===== src/rtl/seq_ctrl.sv =====
// Programmable nibble-sequence player: a small pattern memory replayed as a
// valid/ready stream with runtime length, repeat count and abort control.
module seq_ctrl #(
  parameter int DEPTH = 16,
  parameter int AW    = $clog2(DEPTH)
) (
  input  logic          clock,
  input  logic          reset,
  input  logic          wr_en,
  input  logic [AW-1:0] wr_addr,
  input  logic [3:0]    wr_data,
  input  logic          start,
  input  logic [AW:0]   len,
  input  logic [7:0]    reps,
  input  logic          abort,
  output logic [3:0]    dout,
  output logic          dout_valid,
  input  logic          dout_ready,
  output logic          busy,
  output logic          done,
  output logic [AW-1:0] pos
);
  localparam logic [AW:0] MAX_LEN = (AW+1)'(DEPTH);

  typedef enum logic {IDLE, RUN} state_t;

  state_t        state_q, state_d;
  logic [3:0]    mem [DEPTH];
  logic [AW-1:0] pos_q, pos_d;
  logic [AW:0]   len_q, len_d;
  logic [7:0]    rem_q, rem_d;
  logic          inf_q, inf_d;
  logic [3:0]    dout_q, dout_d;
  logic          valid_q, valid_d;
  logic          busy_q, busy_d;
  logic          done_q, done_d;

  logic          start_ok;
  logic          xfer;
  logic          last_sym;
  logic [3:0]    mem0_fwd;

  assign start_ok = (state_q == IDLE) && start && !abort &&
                    (len != '0) && (len <= MAX_LEN);
  assign xfer     = valid_q && dout_ready;
  assign last_sym = ({1'b0, pos_q} == (len_q - 1'b1));
  // A write landing on entry 0 in the start cycle must be visible as the first symbol.
  assign mem0_fwd = (wr_en && (wr_addr == '0)) ? wr_data : mem[0];

  always_comb begin
    state_d = state_q;
    pos_d   = pos_q;
    len_d   = len_q;
    rem_d   = rem_q;
    inf_d   = inf_q;
    dout_d  = dout_q;
    valid_d = valid_q;
    busy_d  = busy_q;
    done_d  = 1'b0;
    case (state_q)
      IDLE: begin
        if (start_ok) begin
          state_d = RUN;
          pos_d   = '0;
          len_d   = len;
          rem_d   = reps;
          inf_d   = (reps == 8'd0);
          dout_d  = mem0_fwd;
          valid_d = 1'b1;
          busy_d  = 1'b1;
        end
      end
      RUN: begin
        if (abort) begin
          state_d = IDLE;
          pos_d   = '0;
          valid_d = 1'b0;
          busy_d  = 1'b0;
        end else if (xfer) begin
          if (!last_sym) begin
            pos_d  = pos_q + 1'b1;
            dout_d = mem[pos_q + 1'b1];
          end else if (inf_q || (rem_q > 8'd1)) begin
            pos_d  = '0;
            dout_d = mem[0];
            if (!inf_q) rem_d = rem_q - 8'd1;
          end else begin
            state_d = IDLE;
            pos_d   = '0;
            valid_d = 1'b0;
            busy_d  = 1'b0;
            done_d  = 1'b1;
          end
        end
      end
      default: state_d = IDLE;
    endcase
  end

  always_ff @(posedge clock) begin
    if (reset) begin
      state_q <= IDLE;
      pos_q   <= '0;
      len_q   <= '0;
      rem_q   <= '0;
      inf_q   <= 1'b0;
      dout_q  <= '0;
      valid_q <= 1'b0;
      busy_q  <= 1'b0;
      done_q  <= 1'b0;
    end else begin
      state_q <= state_d;
      pos_q   <= pos_d;
      len_q   <= len_d;
      rem_q   <= rem_d;
      inf_q   <= inf_d;
      dout_q  <= dout_d;
      valid_q <= valid_d;
      busy_q  <= busy_d;
      done_q  <= done_d;
    end
  end

  // Pattern memory survives reset; it is frozen while playing.
  always_ff @(posedge clock) begin
    if (wr_en && (state_q == IDLE)) mem[wr_addr] <= wr_data;
  end

  assign dout       = dout_q;
  assign dout_valid = valid_q;
  assign busy       = busy_q;
  assign done       = done_q;
  assign pos        = pos_q;
endmodule

===== config.mk =====
export PLATFORM = sky130hd
export DESIGN_NAME = seq_ctrl
export DESIGN_NICKNAME = d
export VERILOG_FILES = /design/src/rtl/seq_ctrl.sv
export SDC_FILE = /design/constraint.sdc
export NUM_CORES = 1
export LEC_CHECK = 0
export CELL_PAD_IN_SITES_DETAIL_PLACEMENT = 0
export CELL_PAD_IN_SITES_GLOBAL_PLACEMENT = 2
export CORE_ASPECT_RATIO = 1.1
export CORE_MARGIN = 1.5
export CORE_UTILIZATION = 43
export DETAILED_ROUTE_END_ITERATION = 16
export PLACE_DENSITY = 0.87
export RECOVER_POWER = 50
export SYNTH_ARGS = -nofsm -noshare
export SYNTH_HDL_FRONTEND = slang
export SYNTH_SLANG_ARGS = --single-unit

===== constraint.sdc =====
create_clock -name clock -period 3.9 [get_ports clock]
set_clock_uncertainty 0.1 [all_clocks]
set_input_delay 0.39 -clock clock [delete_from_list [all_inputs] [get_ports clock]]
set_output_delay 0.39 -clock clock [all_outputs]
set_load 0.005 [all_outputs]

==> results.md, run 1 <==
- Combinational share of power: around 8%
- Reg power frac: 57.4%
- Register area: 0.00242 mm²
- Critical-path top delay cell: or3_1
- Worst setup EP type: flip-flop
- Minimum clock period: just under 3 ns
- Initial antenna violation count: 0
- Post-synth ARST share: 0%
- Hold_buf cts: 0
- Area grow syn2layout: 16.1%
- Endpoints failing hold: 0
- Clock Tree Buf Depth: 2
- Synth cell count leaders: 64 x edfxtp_1, 25 x dfxtp_1, 25 x nand2_1, 25 x nor2_1, 21 x a21oi_1
- Sequential share of the synthesized area: around three fifths
- Power Total: ~0.0018 W
- Core box area: ~0.0094 mm²
- GR Overflow Total: 0
- TritonCTS clock tree: done
- Antenna-violating nets left: 0
- Total Routing Usage GR: 17.7%
- Synth Instances: about 320
- I/O Buffers: 37
- Clk slew on worst S/H paths: ~0.10 ns
- DRT Wirelength: between 8000 and 9000 µm
- Worst slew pin tran: about 1.4 ns
- Class of the worst hold path: reg2reg
- Number of max-cap violations: 0
- Vias after detailed routing: 2613
- Per-cell routed wire length: approximately 18 µm
- Num rows: 37
- CTS buffer count: 9
- DRT Pass-1 Iters: 4
- R2R depth: 9
- Initial DRC Count: 129
- Fin. max-slew vios: 0
- Yosys top cell area share: between 40 and 50%
- Vias per cell: about 5.5
- Final worst-path cycle share: approximately 75%
- Max_slew headroom: under 10%
- Worst Path Required: 4.08 ns
- Pwr per Cell Area: ~370 mW/mm²
- Wire length of the first global-routing pass: between 10000 and 15000 µm
- Filler cell count: 830
- Crit path cell chain: inv_1 > ha_1 > nand3b_1 > a21o_1 > a2111oi_4 > buf_4 > a41oi_1 > or3_1 > a21oi_1
- Syn_nets: approximately 350
- Switching pwr: around 0.00046 W
- Seq cells post-synth: 89
- Nets: around 390
- Drc violations: 0
- Crit Path Category: reg2reg
- # diodes: 0
- Cell area after synthesis: roughly 0.0042 mm²
- Clk_lat worst skew: around 0.37 ns
- Vias in the first global route: 2758
- Ports: 38
- Hold Path Depth: 2
- Worst Hold Endpoint: inf_q
- Dpl hpwl: between 5000 and 6000 µm
- Area of the multi-input gates: 0.00162 mm²
- Mapped Avg Cell Area: approximately 13 µm²
- Reg-to-Reg End: rem_q[0]
- CP Launch Type: flip-flop
- Synth cell types: between 50 and 60
- Critical Path Fanout Max: 12
- Initial Utilization: 44.3%
- Postcts setup bufs: 0
- Cts repair resizes: 0
- Top FF cell, synth: edfxtp_1
- Critical Path AT: 3.10 ns
- VDD IR-drop max: between 0.0002 and 0.00025 V
- Endpoints failing setup: 0
- Share of cells above drive strength 1: 12.4%
- Max Fclk: 0.343 GHz
- Leading area contributor after synthesis: edfxtp_1
- Largest net degree at the start of global routing: 29
- Worst r2r src: len_q[0]
- RSZ-0062 raised after global routing: no
- Count leader, synth: edfxtp_1
- Internal Power: between 0.001 and 0.0015 W
- H-tree levels: 3
- Full die area: ~0.01 mm²
- Hold Crit Start: inf_q
- RD Place Congestion: roughly 0.72
- Die H: about 110 µm
- EDFF count, synth: 64
- Status: complete, no violations
- Slowest Stage Delay on Critical Path: 0.50 ns
- Clk pwr share: 34.6%
- Top cells by area, synth: edfxtp_1 46%, dfxtp_1 12%, mux4_2 8.7%
- Die Wd: 96.8 µm
- Internal reg-to-reg setup slack: between 0.9 and 1 ns
- Root buffer cell: clkbuf_8
- Ys Warns: 0
- Lkg Pwr: 1.51 nW
- Sw Share: between 20% and 30%
- Clk sinks: 89
- Setup TNS: 0 ns
## flip-flops by register name, indices dropped and copies added (netlist names)
name     cells
len_q        5
mem         64
state_q      1
pos          4
done         1
dout         4
inf_q        1
rem_q        8
busy         1
## through the flow
step                      util, %  cells  hold slack, ns  worst slack [ns]  area, µm²
after detailed placement     49.5    463           0.374             0.941       4650
after global placement       49.5    463           0.365              1.05       4650
final                        51.4    479           0.386             0.983       4830
after CTS                    51.6    479           0.389             0.959       4850
after floorplan                 -    317           0.350              1.59       4160
after global routing         51.4    479           0.417             0.669       4830
## worst max path at each step
stage,endpoint,slack (ns),start,cells past startpoint
global placement,rem_q[0],1.05,len[0],7
detailed placement,rem_q[1],0.94,len[0],7
floorplan,dout[3],1.59,pos[1],9
CTS,rem_q[0],0.96,len_q[0],9
global route,rem_q[2],0.67,state_q,5
finish,rem_q[0],0.98,len_q[0],9
## area by class of cell
cell class	instances	share of cell area (%)
Sequential cell	89	50.1
Multi-Input combinational cell	204	33.5
Timing Repair Buffer	46	8.75
Tap cell	117	3.03
Clock buffer	9	2.56
Clock inverter	7	1.50
Inverter	7	0.544
## cell usage in the layout (no fill, tap or decap), drive strengths merged, types with 5 or more instances in the layout
master         Yosys  final
a211oi             7      7
a21oi             21     21
buf                9      5
clkbuf             8     13
clkdlybuf4s50      0     33
dfxtp             25     25
edfxtp            64     64
inv                7     11
mux2i             20     20
mux4              16     16
nand2             25     25
nand2b             6      6
nand3              7      7
nor2              25     25
nor2b              8      8
nor3               9      9
o21ai              6      6
xnor2              5      5
## power groups by stage
| stage | Combinational, W | Clock [W] | Sequential (W) |
|---|---|---|---|
| 2_1_floorplan | 0.0000798 | 0 | 0.00106 |
| 3_3_place_gp | 0.000145 | 0 | 0.00106 |
| 3_5_place_dp | 0.000148 | 0 | 0.00106 |
| 4_1_cts | 0.000148 | 0.000647 | 0.00104 |
| 5_1_grt | 0.000160 | 0.000685 | 0.00104 |
| 6_report | 0.000144 | 0.000625 | 0.00104 |
## critical path, delay by kind of cell (launching register included)
family,cells,cell delay [ns]
AND/OR/NAND/NOR,2,0.67
AO/OA/AOI/OAI,4,1.08
buffers and inverters,2,0.33
flip-flops,1,0.41
adder cells (fa/ha/maj),1,0.24
## layer usage
| metal | global-route usage [%] | vias up | share of wire (%) |
|---|---|---|---|
| li1 | - | 1286 | - |
| met1 | 23.0 | 1259 | 45 |
| met4 | 6.73 | 0 | 1.6 |
| met2 | 29.3 | 58 | 49 |
| met3 | 3.68 | 10 | 4.0 |
| met5 | 0 | - | 0 |
## cell families after synthesis
family,after synthesis,synth area share [%]
AND/OR/NAND/NOR,105,14.0
flip-flops,89,58.2
AO/OA/AOI/OAI,52,8.75
multiplexers,36,13.5
buffers and inverters,24,2.95
XOR/XNOR,7,1.47
adder cells (fa/ha/maj),4,1.20
Power figures use the tool's default switching activity.
==> run 2: changes to the inputs <==
CORE_UTILIZATION = 36   (was 43)
PLACE_DENSITY = 0.78   (was 0.87)
clock period = 2.3 ns   (was 3.9 ns; I/O delays follow)
==> results.md, run 2 (synthesis results as in run 1) <==
- Max FFs per register: 64 (unchanged)
- Number of max-cap violations: 0 (unchanged)
- TritonCTS clock tree: done
- Final worst-path cycle share: 101% (+26 points)
- Full die area: 0.0122 mm² (+19%)
- Crit Path Category: reg2reg
- Clk_lat worst skew: 0.35 ns (-0.02 ns)
- Power Total: 0.00353 W (+95%)
- Fin. max-slew vios: 0 (unchanged)
- Share of cells above drive strength 1: 24.1% (+12 points)
- Die H: 116 µm (+9.0%)
- CP bufs+invs: 3 (+1)
- Status: complete, but fails checks
- Antenna-violating nets left: 0 (unchanged)
- Commonest non-fill, non-tap cells in the layout: 64 x edfxtp_1, 28 x buf_4, 28 x clkdlybuf4s50_1, 25 x nand2_1, 24 x nor2_1
- CP Launch Type: flip-flop
- Slowest Stage Delay on Critical Path: 0.46 ns (-0.04 ns)
- Dpl hpwl: 7030 µm (+20%)
- R2R depth: 10 (+1)
- RSZ-0062 raised after global routing: yes
- CP Depth: 10 (+1)
- Reg with most FFs: mem
- Nets: 417 (+7.5%)
- Endpoints failing setup: 1 (+1)
- Pre-CTS WS: -0.144 ns (-1.08 ns)
- Crit-path leading delay family: compound AO/OA/AOI/OAI gates
- Drc violations: 0 (unchanged)
- Core box area: 0.0114 mm² (+21%)
- Pwr per Cell Area: 657 mW/mm² (+76%)
- Root buffer cell: clkbuf_16
- Vias per cell: 5.23 (-4.1%)
- Top Registers: mem (64), rem_q (8), len_q (5)
- Worst setup EP type: flip-flop
- Initial antenna violation count: 0 (unchanged)
- Worst Path Required: 2.48 ns (-1.60 ns)
- Clock Tree Buf Depth: 2 (unchanged)
- Die Wd: 106 µm (+9.0%)
- Class of the worst hold path: reg2reg
- Endpoints failing hold: 0 (unchanged)
- Ports: 38 (unchanged)
- Critical Path Fanout Max: 7 (-5)
- Most used cell, CP: buf_6
- Setup TNS: -0.0175 ns (-0.0175 ns)
- GR Overflow Total: 0 (unchanged)
- GR Util met1: 20.3% (-2.7 points)
- RD Place Congestion: 0.771 (+7.0%)
- Most common cell after layout, fill and taps aside: edfxtp_1
- Hold Slack: 0.400 ns (+0.0139 ns)
- Minimum clock period: 2.32 ns (-0.599 ns)
- Vias in the first global route: 2962 (+7.4%)
- DRT Wirelength: 9720 µm (+16%)
- # diodes: 0 (unchanged)
- VDD IR-drop max: 0.000443 V (+89%)
- Hold_buf cts: 0 (unchanged)
- DRT Pass-1 Iters: 4 (unchanged)
- Area grow syn2layout: 29.0%
- Max Fclk: 0.432 GHz (+26%)
- H-tree levels: 3 (unchanged)
- Hold Path Depth: 2 (unchanged)
- Crit path cell chain: inv_2 > ha_4 > buf_6 > xnor2_4 > a22oi_2 > a2111oi_4 > a41oi_2 > buf_6 > or3_4 > a21oi_2
- Max_slew headroom: 48.6% (+41 points)
- Clk slew on worst S/H paths: 0.07 ns (-0.03 ns)
- Worst slew pin tran: 0.770 ns (-0.610 ns)
- Final WS setup: -0.0175 ns (-1.00 ns)
- Met2 usage: 31.2% (+1.9 points)
- Critical-path top delay cell: a2111oi_4
- Largest net degree at the start of global routing: 22 (-24%)
- Initial Utilization: 36.6% (-7.7 points)
- Vias after detailed routing: 2825 (+8.1%)
- GRT busiest layer: met2
- Num rows: 41 (+11%)
- Critical Path AT: 2.50 ns (-0.60 ns)
- Initial DRC Count: 79 (-39%)
- Lkg Pwr: 1.77 nW (+17%)
- Per-cell routed wire length: 18.0 µm (+2.6%)
- Clk sinks: 89 (unchanged)
- Total Routing Usage GR: 17.2% (-0.51 points)
- Failing checks: negative setup slack
- CTS buffer count: 9 (unchanged)
- I/O Buffers: 37 (unchanged)
- Met3 Resource Use GR: 2.92% (-0.76 points)
- Wire length of the first global-routing pass: 15600 µm (+11%)
run 2: worst min-delay path: stages (launching register included):
cell     delay (ns)
dfxtp_1        0.34
nand2_1        0.06
a21oi_1        0.06
run 2: final cells by class:
class,instances,area [µm²]
tap,150,188
inverter,7,26.3
timing repair buffer,75,681
multi-input combinational,204,1760
clock buffer,9,225
fill,1060,6020
sequential,89,2430
clock inverter,6,68.8
run 2: per-layer routing:
layer,share of wire [%],up-vias
li1,-,1347
met5,0,-
met4,1.9,0
met1,42,1412
met2,52,54
met3,3.4,12
run 2: final timing paths:
check	start	endpoint	slack (ns)
setup reg to reg	len_q[0]	rem_q[0]	-0.02
hold / removal	inf_q	inf_q	0.40
hold reg to reg	inf_q	inf_q	0.40
setup / recovery	len_q[0]	rem_q[0]	-0.02
run 2: repair_timing:
item | 4_1_cts | 5_1_grt
buffers inserted | 2 | 1
cloned | 1 | 0
setup endpoints to repair | 8 | 12
endpoints found under the hold margin | 0 | 0
pin swaps | 8 | 12
gates resized for setup | 14 | 21
run 2: power breakdown:
part           total (W)  internal, W  switching [W]
sequential       0.00176      0.00175      0.0000196
combinational   0.000305     0.000144       0.000161
clock            0.00146     0.000841       0.000619
run 2: metrics by stage:
step | instance area (µm²) | cells | util (%)
floorplan | 4160 | 317 | -
global placement | 4900 | 521 | 43.1
global route | 5370 | 540 | 47.2
detailed placement | 4900 | 521 | 43.1
finish | 5370 | 540 | 47.2
CTS | 5280 | 539 | 46.4
==> run 3: changes to the inputs <==
TNS_END_PERCENT = 10   (was default)
==> results.md, run 3 (synthesis results as in run 1) <==
- Vias per cell: 5.28 (+0.93%)
- Worst Hold Endpoint: inf_q
- Die Wd: 106 µm (unchanged)
- Combinational share of power: 8.4% (-0.2 points)
- Initial antenna violation count: 0 (unchanged)
- Most used cell, CP: buf_6
- Vias in the first global route: 2962 (unchanged)
- Dpl hpwl: 7030 µm (unchanged)
- Initial DRC Count: 63 (-20%)
- RD Place Congestion: 0.771 (unchanged)
- Final WS setup: -0.0289 ns (-0.0114 ns)
- Reg power frac: 50.1% (about the same)
- Initial Utilization: 36.6% (unchanged)
- Max Fclk: 0.429 GHz (-0.49%)
- Vias after detailed routing: 2846 (+0.74%)
- H-tree levels: 3 (unchanged)
- GR Overflow Total: 0 (unchanged)
- Switching pwr: 0.000793 W (-0.72%)
- Reg-to-Reg End: rem_q[4]
- Slowest Stage Delay on Critical Path: 0.47 ns (about the same)
- R2R depth: 10 (unchanged)
- Num rows: 41 (unchanged)
- Worst setup EP type: flip-flop
- Hold Path Depth: 2 (unchanged)
- Critical Path AT: 2.49 ns (about the same)
- Failing checks: negative setup slack
- CP startpoint: len_q[0]
- DRT Wirelength: 9700 µm (-0.21%)
- Final Cell Area: 0.00531 mm² (-1.1%)
- Filler cell count: 1070 (+0.94%)
- Minimum clock period: 2.33 ns (+0.0114 ns)
- Crit Path Category: reg2reg
- Fin. max-slew vios: 0 (unchanged)
- DRT Pass-1 Iters: 4 (unchanged)
- Sw Share: 22.5% (-0.10 points)
- VDD IR-drop max: 0.000443 V (about the same)
- Internal Power: 0.00273 W (-0.14%)
- Status: complete, but fails checks
- Top Registers: mem (64), rem_q (8), len_q (5)
- Per-cell routed wire length: 18.0 µm (about the same)
- Nets: 416 (-0.24%)
- Internal reg-to-reg setup slack: -0.03 ns (about the same)
- Largest net degree at the start of global routing: 22 (unchanged)
- Max FFs per register: 64 (unchanged)
- DP Area: 0.00490 mm² (unchanged)
- Crit-path leading delay family: compound AO/OA/AOI/OAI gates
- Hold_buf cts: 0 (unchanged)
- Clk pwr share: 41.5% (about the same)
- Clock Tree Buf Depth: 2 (unchanged)
- Die H: 116 µm (unchanged)
- Max_slew headroom: 49.6% (+0.92 points)
- Drc violations: 0 (unchanged)
- Clk slew on worst S/H paths: 0.07 ns (about the same)
- Worst r2r src: len_q[0]
- Endpoints failing setup: 3 (+2)
- Ports: 38 (unchanged)
- Core box area: 0.0114 mm² (unchanged)
- Full die area: 0.0122 mm² (unchanged)
- Number of max-cap violations: 0 (unchanged)
- CTS buffer count: 9 (unchanged)
- Share of cells above drive strength 1: 22.4% (-1.7 points)
- Endpoints failing hold: 0 (unchanged)
- Clk sinks: 89 (unchanged)
- Critical-path top delay cell: a2111oi_4
- Final Core Density: 46.6% (-0.53 points)
- Worst slew pin tran: 0.757 ns (-0.0138 ns)
- Most common cell after layout, fill and taps aside: edfxtp_1
- Reg with most FFs: mem
- Antenna-violating nets left: 0 (unchanged)
- CP bufs+invs: 3 (unchanged)
- Root buffer cell: clkbuf_16
- Pwr per Cell Area: 663 mW/mm² (+0.86%)
- Final worst-path cycle share: 101% (+0.50 points)
- Power Total: 0.00352 W (-0.27%)
- Class of the worst hold path: reg2reg
- TritonCTS clock tree: done
- Total Routing Usage GR: 17.2% (about the same)
- I/O Buffers: 37 (unchanged)
- # diodes: 0 (unchanged)
- RSZ-0062 raised after global routing: yes
- Worst Path Required: 2.46 ns (-0.02 ns)
- Crit path cell chain: inv_2 > ha_4 > buf_6 > xnor2_4 > a22oi_2 > a2111oi_4 > a41oi_2 > buf_6 > or3_4 > o31ai_2
- Wire length of the first global-routing pass: 15600 µm (unchanged)
- Clk_lat worst skew: 0.35 ns (about the same)
- Area grow syn2layout: 27.6%
- Critical Path Fanout Max: 7 (unchanged)
- Lkg Pwr: 1.74 nW (-1.3%)
- Hold Crit Start: inf_q
- CP Launch Type: flip-flop
- Commonest non-fill, non-tap cells in the layout: 64 x edfxtp_1, 28 x buf_4, 28 x clkdlybuf4s50_1, 25 x nor2_1, 25 x nand2_1
-- run 3: metal layers --
metal | wire length, µm | vias up | global-route usage (%)
li1 | - | 1346 | -
met1 | 4100 | 1427 | 20.3
met2 | 5090 | 61 | 31.2
met3 | 326 | 12 | 2.92
met4 | 184 | 0 | 7.30
met5 | 0 | - | 0
-- run 3: metrics by stage --
stage	TNS [ns]	hold slack [ns]	worst slack, ns	std cells
floorplan	0	0.229	0.0552	317
global placement	-0.507	0.382	-0.0929	521
detailed placement	-1.02	0.388	-0.144	521
CTS	-0.000993	0.403	-0.000993	539
global route	-1.09	0.417	-0.134	539
finish	-0.0538	0.400	-0.0289	539
-- run 3: worst max-delay path by stage --
stage | cells after the start | to | slack (ns)
final | 10 | rem_q[4] | -0.03
after global routing | 10 | rem_q[0] | -0.13
after CTS | 9 | dout[1] | -0.001
after detailed placement | 7 | dout[1] | -0.14
after global placement | 7 | dout[2] | -0.09
after floorplan | 9 | rem_q[5] | 0.06
-- run 3: final cells by class --
class                   instances  area, µm²  area share (%)
clock inverters                 6       68.8            1.30
multi-input cells             204       1710            32.2
flip-flops and latches         89       2420            45.7
repair buffers                 74        669            12.6
inverters                       7       26.3           0.495
well taps                     150        188            3.53
clock buffers                   9        225            4.24
-- run 3: power groups by stage --
stage                     Combinational (W)  Sequential [W]  Clock [W]
after floorplan                    0.000135         0.00179          0
after global placement             0.000280         0.00180          0
after detailed placement           0.000283         0.00180          0
after CTS                          0.000294         0.00176    0.00150
after global routing               0.000326         0.00177    0.00156
final                              0.000296         0.00176    0.00146
-- run 3: worst reg2reg max path: cells and delay by family (launching register included) --
kind / cells / cell delay [ns]
compound gates: 4 / 0.82
fa+ha+maj: 1 / 0.16
simple gates: 1 / 0.36
xor+xnor: 1 / 0.13
buf+inv: 3 / 0.35
flops: 1 / 0.33
-- run 3: what timing repair did --
action                     CTS  global route
setup endpoints to repair    8            12
pin swaps                    8             8
cloned                       1             0
setup buffers                2             0
hold endpoints to repair     0             0
gates resized for setup     13            11
